==> config.mk <==
export PLATFORM = sky130hd
export DESIGN_NAME = display_driver
export DESIGN_NICKNAME = d
export VERILOG_FILES = /design/src/rtl/display_driver.sv
export SDC_FILE = /design/constraint.sdc
export NUM_CORES = 1
export LEC_CHECK = 0
export ABC_AREA = 1
export BUFFER_PORTS_ARGS = -buffer_cell sky130_fd_sc_hd__buf_2
export CORE_MARGIN = 2
export CORE_UTILIZATION = 36
export CTS_CLUSTER_SIZE = 24
export DETAILED_ROUTE_END_ITERATION = 8
export GPL_TIMING_DRIVEN = 0
export HOLD_SLACK_MARGIN = 0.06
export PLACE_DENSITY_LB_ADDON = 0.05
export RECOVER_POWER = 100
export SYNTH_ARGS = -nofsm -noshare
export SYNTH_HDL_FRONTEND = slang
export SYNTH_SLANG_ARGS = --single-unit
==> constraint.sdc <==
create_clock -name clk -period 2.7 [get_ports clk]
set_clock_uncertainty 0.1 [all_clocks]
set_input_delay 0 -clock clk [delete_from_list [all_inputs] [get_ports clk]]
set_output_delay 0 -clock clk [all_outputs]
set_load 0.05 [all_outputs]
==> src/rtl/display_driver.sv <==
// -----------------------------------------------------------------------------
// display_driver
//   Output-display stage behind the sequencer. A `disp` strobe latches the
//   8-bit bus, a sequential shift-add-3 engine turns it into three BCD digits
//   over 8 cycles, and a scan engine drives a 4-digit common-anode display.
//   A one-deep pending buffer (latest strobe wins) ensures strobes are never
//   stalled.
//
//   Configuration macro: SIGNED_DISPLAY_EN
//     defined   : bus is two's complement, shown as -128..127 with a minus sign
//     undefined : bus is unsigned, shown as 0..255, sign digit always blank
//
// Ports
//   clk  in  1  system clock, rising edge
//   res  in  1  asynchronous active-low reset
//   disp in  1  display-load strobe, sampled with bus
//   bus  in  8  shared data bus
//   seg  out 7  segments {g,f,e,d,c,b,a}, active-low, registered
//   an   out 4  digit enables, active-low (0=ones 1=tens 2=hundreds 3=sign)
//   busy out 1  conversion in progress, registered
// -----------------------------------------------------------------------------
module display_driver #(
    parameter int REFRESH_DIV = 1024
) (
    input  logic       clk,
    input  logic       res,
    input  logic       disp,
    input  logic [7:0] bus,
    output logic [6:0] seg,
    output logic [3:0] an,
    output logic       busy
);

    localparam int            CW      = $clog2(REFRESH_DIV);
    localparam logic [CW-1:0] REF_MAX = CW'(REFRESH_DIV - 1);

    typedef enum logic [0:0] {
        IDLE = 1'b0,
        CONV = 1'b1
    } state_t;

    state_t        state_q, state_d;
    logic [19:0]   shift_q, shift_d;
    logic [3:0]    iter_q, iter_d;
    logic          neg_next_q, neg_next_d;
    logic [7:0]    pend_val_q, pend_val_d;
    logic          pend_v_q, pend_v_d;
    logic [3:0]    dig_h_q, dig_h_d;
    logic [3:0]    dig_t_q, dig_t_d;
    logic [3:0]    dig_o_q, dig_o_d;
    logic          neg_q, neg_d;
    logic [CW-1:0] ref_cnt_q, ref_cnt_d;
    logic [1:0]    sel_q, sel_d;
    logic [6:0]    seg_q, seg_d;
    logic [3:0]    an_q, an_d;
    logic          busy_q, busy_d;

    logic          start_s;
    logic [7:0]    start_val_s;
    logic          start_neg_s;
    logic [19:0]   adj_s;
    logic [19:0]   shifted_s;

    // Add 3 to a BCD nibble that is 5 or more so the following shift carries correctly.
    function automatic logic [3:0] nib_adj(input logic [3:0] n);
        if (n >= 4'd5) begin
            return n + 4'd3;
        end else begin
            return n;
        end
    endfunction

    // Apply the add-3 correction to all three BCD nibbles of the shift word.
    function automatic logic [19:0] add3(input logic [19:0] w);
        return {nib_adj(w[19:16]), nib_adj(w[15:12]), nib_adj(w[11:8]), w[7:0]};
    endfunction

    // Magnitude of the bus value as shown on the three numeric digits.
    function automatic logic [7:0] mag_of(input logic [7:0] v);
`ifdef SIGNED_DISPLAY_EN
        if (v[7]) begin
            return ~v + 8'd1;
        end else begin
            return v;
        end
`else
        return v;
`endif
    endfunction

    // Active-low seven-segment code {g..a} for a BCD digit.
    function automatic logic [6:0] seg_code(input logic [3:0] d);
        case (d)
            4'd0:    return 7'h40;
            4'd1:    return 7'h79;
            4'd2:    return 7'h24;
            4'd3:    return 7'h30;
            4'd4:    return 7'h19;
            4'd5:    return 7'h12;
            4'd6:    return 7'h02;
            4'd7:    return 7'h78;
            4'd8:    return 7'h00;
            4'd9:    return 7'h10;
            default: return 7'h7F;
        endcase
    endfunction

    // Conversion FSM, pending buffer and digit commit.
    always_comb begin
        state_d     = state_q;
        shift_d     = shift_q;
        iter_d      = iter_q;
        neg_next_d  = neg_next_q;
        pend_val_d  = pend_val_q;
        pend_v_d    = pend_v_q;
        dig_h_d     = dig_h_q;
        dig_t_d     = dig_t_q;
        dig_o_d     = dig_o_q;
        neg_d       = neg_q;
        start_s     = 1'b0;
        start_val_s = bus;
        adj_s       = add3(shift_q);
        shifted_s   = adj_s << 1'b1;

        case (state_q)
            IDLE: begin
                if (disp) begin
                    start_s     = 1'b1;
                    start_val_s = bus;
                end else begin
                    state_d = IDLE;
                end
            end
            CONV: begin
                shift_d = shifted_s;
                iter_d  = iter_q + 4'd1;
                if (iter_q == 4'd7) begin
                    // Eighth shift completes the conversion: commit it.
                    dig_h_d = shifted_s[19:16];
                    dig_t_d = shifted_s[15:12];
                    dig_o_d = shifted_s[11:8];
                    neg_d   = neg_next_q;
                    // A strobe on this edge is newer than anything pending.
                    if (disp) begin
                        start_s     = 1'b1;
                        start_val_s = bus;
                        pend_v_d    = 1'b0;
                    end else if (pend_v_q) begin
                        start_s     = 1'b1;
                        start_val_s = pend_val_q;
                        pend_v_d    = 1'b0;
                    end else begin
                        state_d = IDLE;
                    end
                end else if (disp) begin
                    pend_val_d = bus;
                    pend_v_d   = 1'b1;
                end else begin
                    pend_v_d = pend_v_q;
                end
            end
            default: begin
                state_d = IDLE;
            end
        endcase

`ifdef SIGNED_DISPLAY_EN
        start_neg_s = start_val_s[7];
`else
        start_neg_s = 1'b0;
`endif

        if (start_s) begin
            state_d    = CONV;
            shift_d    = {12'h000, mag_of(start_val_s)};
            iter_d     = 4'd0;
            neg_next_d = start_neg_s;
        end else begin
            neg_next_d = neg_next_q;
        end
    end

    // Display scan: refresh counter, digit select and registered seg/an codes.
    always_comb begin
        ref_cnt_d = ref_cnt_q + CW'(1);
        sel_d     = sel_q;
        if (ref_cnt_q == REF_MAX) begin
            ref_cnt_d = '0;
            sel_d     = sel_q + 2'd1;
        end else begin
            sel_d = sel_q;
        end

        an_d = ~(4'b0001 << sel_q);
        case (sel_q)
            2'd0: seg_d = seg_code(dig_o_q);
            2'd1: seg_d = ((dig_h_q == 4'd0) && (dig_t_q == 4'd0)) ? 7'h7F : seg_code(dig_t_q);
            2'd2: seg_d = (dig_h_q == 4'd0) ? 7'h7F : seg_code(dig_h_q);
            2'd3: seg_d = neg_q ? 7'h3F : 7'h7F;
            default: seg_d = 7'h7F;
        endcase

        busy_d = (state_d == CONV);
    end

    // State and output registers with asynchronous active-low reset.
    always_ff @(posedge clk or negedge res) begin
        if (!res) begin
            state_q    <= IDLE;
            shift_q    <= 20'h00000;
            iter_q     <= 4'd0;
            neg_next_q <= 1'b0;
            pend_val_q <= 8'h00;
            pend_v_q   <= 1'b0;
            dig_h_q    <= 4'd0;
            dig_t_q    <= 4'd0;
            dig_o_q    <= 4'd0;
            neg_q      <= 1'b0;
            ref_cnt_q  <= '0;
            sel_q      <= 2'd0;
            seg_q      <= 7'h7F;
            an_q       <= 4'hF;
            busy_q     <= 1'b0;
        end else begin
            state_q    <= state_d;
            shift_q    <= shift_d;
            iter_q     <= iter_d;
            neg_next_q <= neg_next_d;
            pend_val_q <= pend_val_d;
            pend_v_q   <= pend_v_d;
            dig_h_q    <= dig_h_d;
            dig_t_q    <= dig_t_d;
            dig_o_q    <= dig_o_d;
            neg_q      <= neg_d;
            ref_cnt_q  <= ref_cnt_d;
            sel_q      <= sel_d;
            seg_q      <= seg_d;
            an_q       <= an_d;
            busy_q     <= busy_d;
        end
    end

    assign seg  = seg_q;
    assign an   = an_q;
    assign busy = busy_q;

endmodule

==> metrics.md <==
| Metric | Value |
|---|---|
| Status | completed |
| WHS Path Cells | 4 |
| DR DRC count | 0 |
| Synthesis-to-layout area growth | 14.1% |
| Final wirelength | 7660 um |
| Fin area | 4400 sq um |
| Synth top area cells | dfrtp_1 (38%), nand2_1 (11%), ha_1 (9.1%) |
| Post-Layout Cell Count | 660 |
| Synth Register Bits | 69 |
| Total Power | 4.33 mW |
| Synth async-reset ratio | 100% |
| Switching share of total power | 42.1% |
| Clock latency at the later pin of the worst-skew pair | 0.36 ns |
| CTS sink count | 69 |
| Layout cell share with drive strength beyond 1 | 9.73% |
| Slew @ Worst Pin | 0.896 ns |
| Setup_tns | 0 ns |
| Critical hold path startpoint | bus[4] |
| Clock buffer depth | 2 |
| First-pass GRT wire length | 13500 um |
| Synth cell types | 30 |
| Register-to-Register Path Depth | 9 |
| Synthesized area | 3850 sq um |
| Worst Path Max Fanout | 10 |
| Leak pwr | 2.17 nW |
| Number of synthesized flops with an enable pin | 0 |
| Vias | 3009 |
| Rows | 37 |
| DP HPWL | 5650 um |
| R2R Path End | shift_q[16]$_DFFE_PN0P_ |
| Starting Density | 37.2% |
| Seq/Total Area, Yosys | 45.1% |
| Die Area | 11600 sq um |
| FF-to-FF Start | iter_q[0]$_DFFE_PN0P_ |
| Critical Path Sink Type | flop |
| Post-synth top flop | dfrtp_1 |
| Highest Clock Rate | 484 MHz |
| Final setup viols | 0 |
| Vias in the first global route | 2922 |
| Logic pwr share | 43.2% |
| WP data arrival | 2.24 ns |
| GR Overflow Total | 0 |
| Pre-antenna DRT Iters | 6 |
| Final Slew Violations | 0 |
| Most instantiated cells after synthesis | nand2_1 (108), inv_1 (66), dfrtp_1 (58) |
| RSZ-0062 raised after global routing | no |
| Initial antenna violation count | 0 |
| Most numerous cell in the Yosys netlist | nand2_1 |
| Pwr Density | 985 nW/um^2 |
| TritonCTS Buffers | 9 |
| CTS tree | yes |
| CTS H-Tree Depth | 3 |
| Setup CP Type | flop to flop |
| DR vias/cell | 4.56 |
| Hold Crit Class | input pin to flop |
| Worst Setup Slack post-DPL | 0.976 ns |
| Placed Cells | 633 |
| Final period util | 76.6% |
| Clock Power Share | 19.8% |
| Num ports | 23 |
| Slew HR | 40.3% |
| Synth area leader | dfrtp_1 |
| WL/cell | 11.6 um |
| Ant. Diodes | 0 |
| Min cycle time layout | 2.07 ns |
| Clk root buf | clkbuf_8 |
| Critical Path RT | 2.87 ns |
| PortBufs | 22 |
| Post-synthesis instance total | 474 |
| Die W | 107 um |
| Post-route ant nets | 0 |
| Core ar. | 10400 sq um |
| Clk slew on worst S/H paths | 0.08 ns |
| CP startpoint kind | flop |
| Hold EP | pend_val_q[4]$_DFFE_PN0P_ |
| Flop pwr share | 37.0% |
| Max_cap viols | 0 |
| Fin worst setup slack | 0.632 ns |
| Final #Nets | 558 |
| R2R Setup Slk | 0.63 ns |
| Initial DRC Count | 127 |
| Synth warn | 0 |
| Syn nets | 513 |
| Switch Pwr | 1.82 mW |
| Syn_area_per_cell | 8.13 sq um |
| Pint | 2.51 mW |
| Synth top area share | 37.7% |
| Worst IR Drop VDD | 0.553 mV |
| Pin count of the biggest net entering global routing | 35 |
| Final Hold Viols | 0 |
| Placer congestion estimate | 0.757 |
| Global Route Usage Sum | 15.0% |
| Chip height | 107 um |
| Placed Area | 4160 sq um |
layout by cell type, fill, tap and decap left out, types with 9 or more instances in the layout:
cell	synthesis	layout
nand2_1	108	110
inv_1	66	67
dfrtp_1	58	58
o21ai_0	50	53
nor2_1	46	49
nand3_1	26	29
ha_1	28	28
clkbuf_1	3	22
xor2_1	11	11
a21oi_1	11	11
buf_2	3	11
dfstp_2	11	11
clkbuf_8	0	11
dlygate4sd3_1	0	10
nand4_1	9	9
o22ai_1	9	9
worst max-delay path by stage:
stage,cells past startpoint,end,startpoint,slack (ns)
detailed placement,5,pend_val_q[5]$_DFFE_PN0P_,iter_q[0]$_DFFE_PN0P_,0.98
global route,9,shift_q[16]$_DFFE_PN0P_,iter_q[0]$_DFFE_PN0P_,0.43
finish,9,shift_q[16]$_DFFE_PN0P_,iter_q[0]$_DFFE_PN0P_,0.63
floorplan,8,shift_q[13]$_DFFE_PN0P_,busy$_DFF_PN0_,1.05
global placement,6,pend_val_q[6]$_DFFE_PN0P_,iter_q[0]$_DFFE_PN0P_,1.06
CTS,5,pend_val_q[5]$_DFFE_PN0P_,iter_q[0]$_DFFE_PN0P_,0.98
state kept, by name, summed over array words and instances (netlist names):
register,cells
shift_q,20
ref_cnt_q,10
pend_val_q,8
seg,7
an,4
dig_h_q,4
dig_o_q,4
dig_t_q,4
iter_q,4
sel_q,2
busy,1
pend_v_q,1
repair_timing:
| action | in CTS | in global routing |
|---|---|---|
| setup buffers | 0 | 0 |
| hold buffers | 11 | 0 |
| endpoints found under the setup margin | 0 | 0 |
| hold endpoints to repair | 91 | 0 |
| resized for setup | 0 | 0 |
stage by stage:
stage	hold WS, ns	util (%)
CTS	0.131	43.1
finish	0.364	42.4
global route	0.379	42.4
floorplan	-0.396	-
detailed placement	-0.104	40.1
global placement	0.186	39.9
power by group through the flow:
stage | sequential, mW | clock (mW) | combinational (mW)
3_5_place_dp | 1.62 | 0 | 1.92
3_3_place_gp | 1.62 | 0 | 1.89
6_report | 1.60 | 0.858 | 1.87
4_1_cts | 1.60 | 0.900 | 1.94
5_1_grt | 1.66 | 0.947 | 2.18
2_1_floorplan | 1.76 | 0 | 1.32
layout make-up:
type	instances	area [sq um]
Fill cell	1103	5970
Sequential cell	69	1740
Multi-Input combinational cell	323	1730
Inverter	71	268
Timing Repair Buffer	34	219
Tap cell	136	170
Clock buffer	15	166
Buffer	11	73.8
Clock inverter	1	30.0
worst max-delay path, cell delays in order (launching register included):
cell	delay, ns
dfrtp_1	0.38
ha_1	0.21
nand3_1	0.13
nand2_1	0.09
nand2_1	0.14
clkinvlp_2	0.37
nor2_4	0.21
inv_1	0.07
buf_6	0.14
o22ai_1	0.13
layer usage:
metal	track usage (%)	share of wire [%]	vias up
met5	0	0	-
met4	5.04	1.4	0
met3	5.39	4.1	9
met2	22.6	44	40
met1	19.9	51	1362
li1	-	-	1598
kinds of logic after synthesis:
logic type      share of synthesized area, %
compound gates                          10.7
xor+xnor                                2.50
fa+ha+maj                               9.09
buf+inv                                 8.96
flops                                   45.1
simple gates                            23.6
Power figures use the tool's default switching activity.
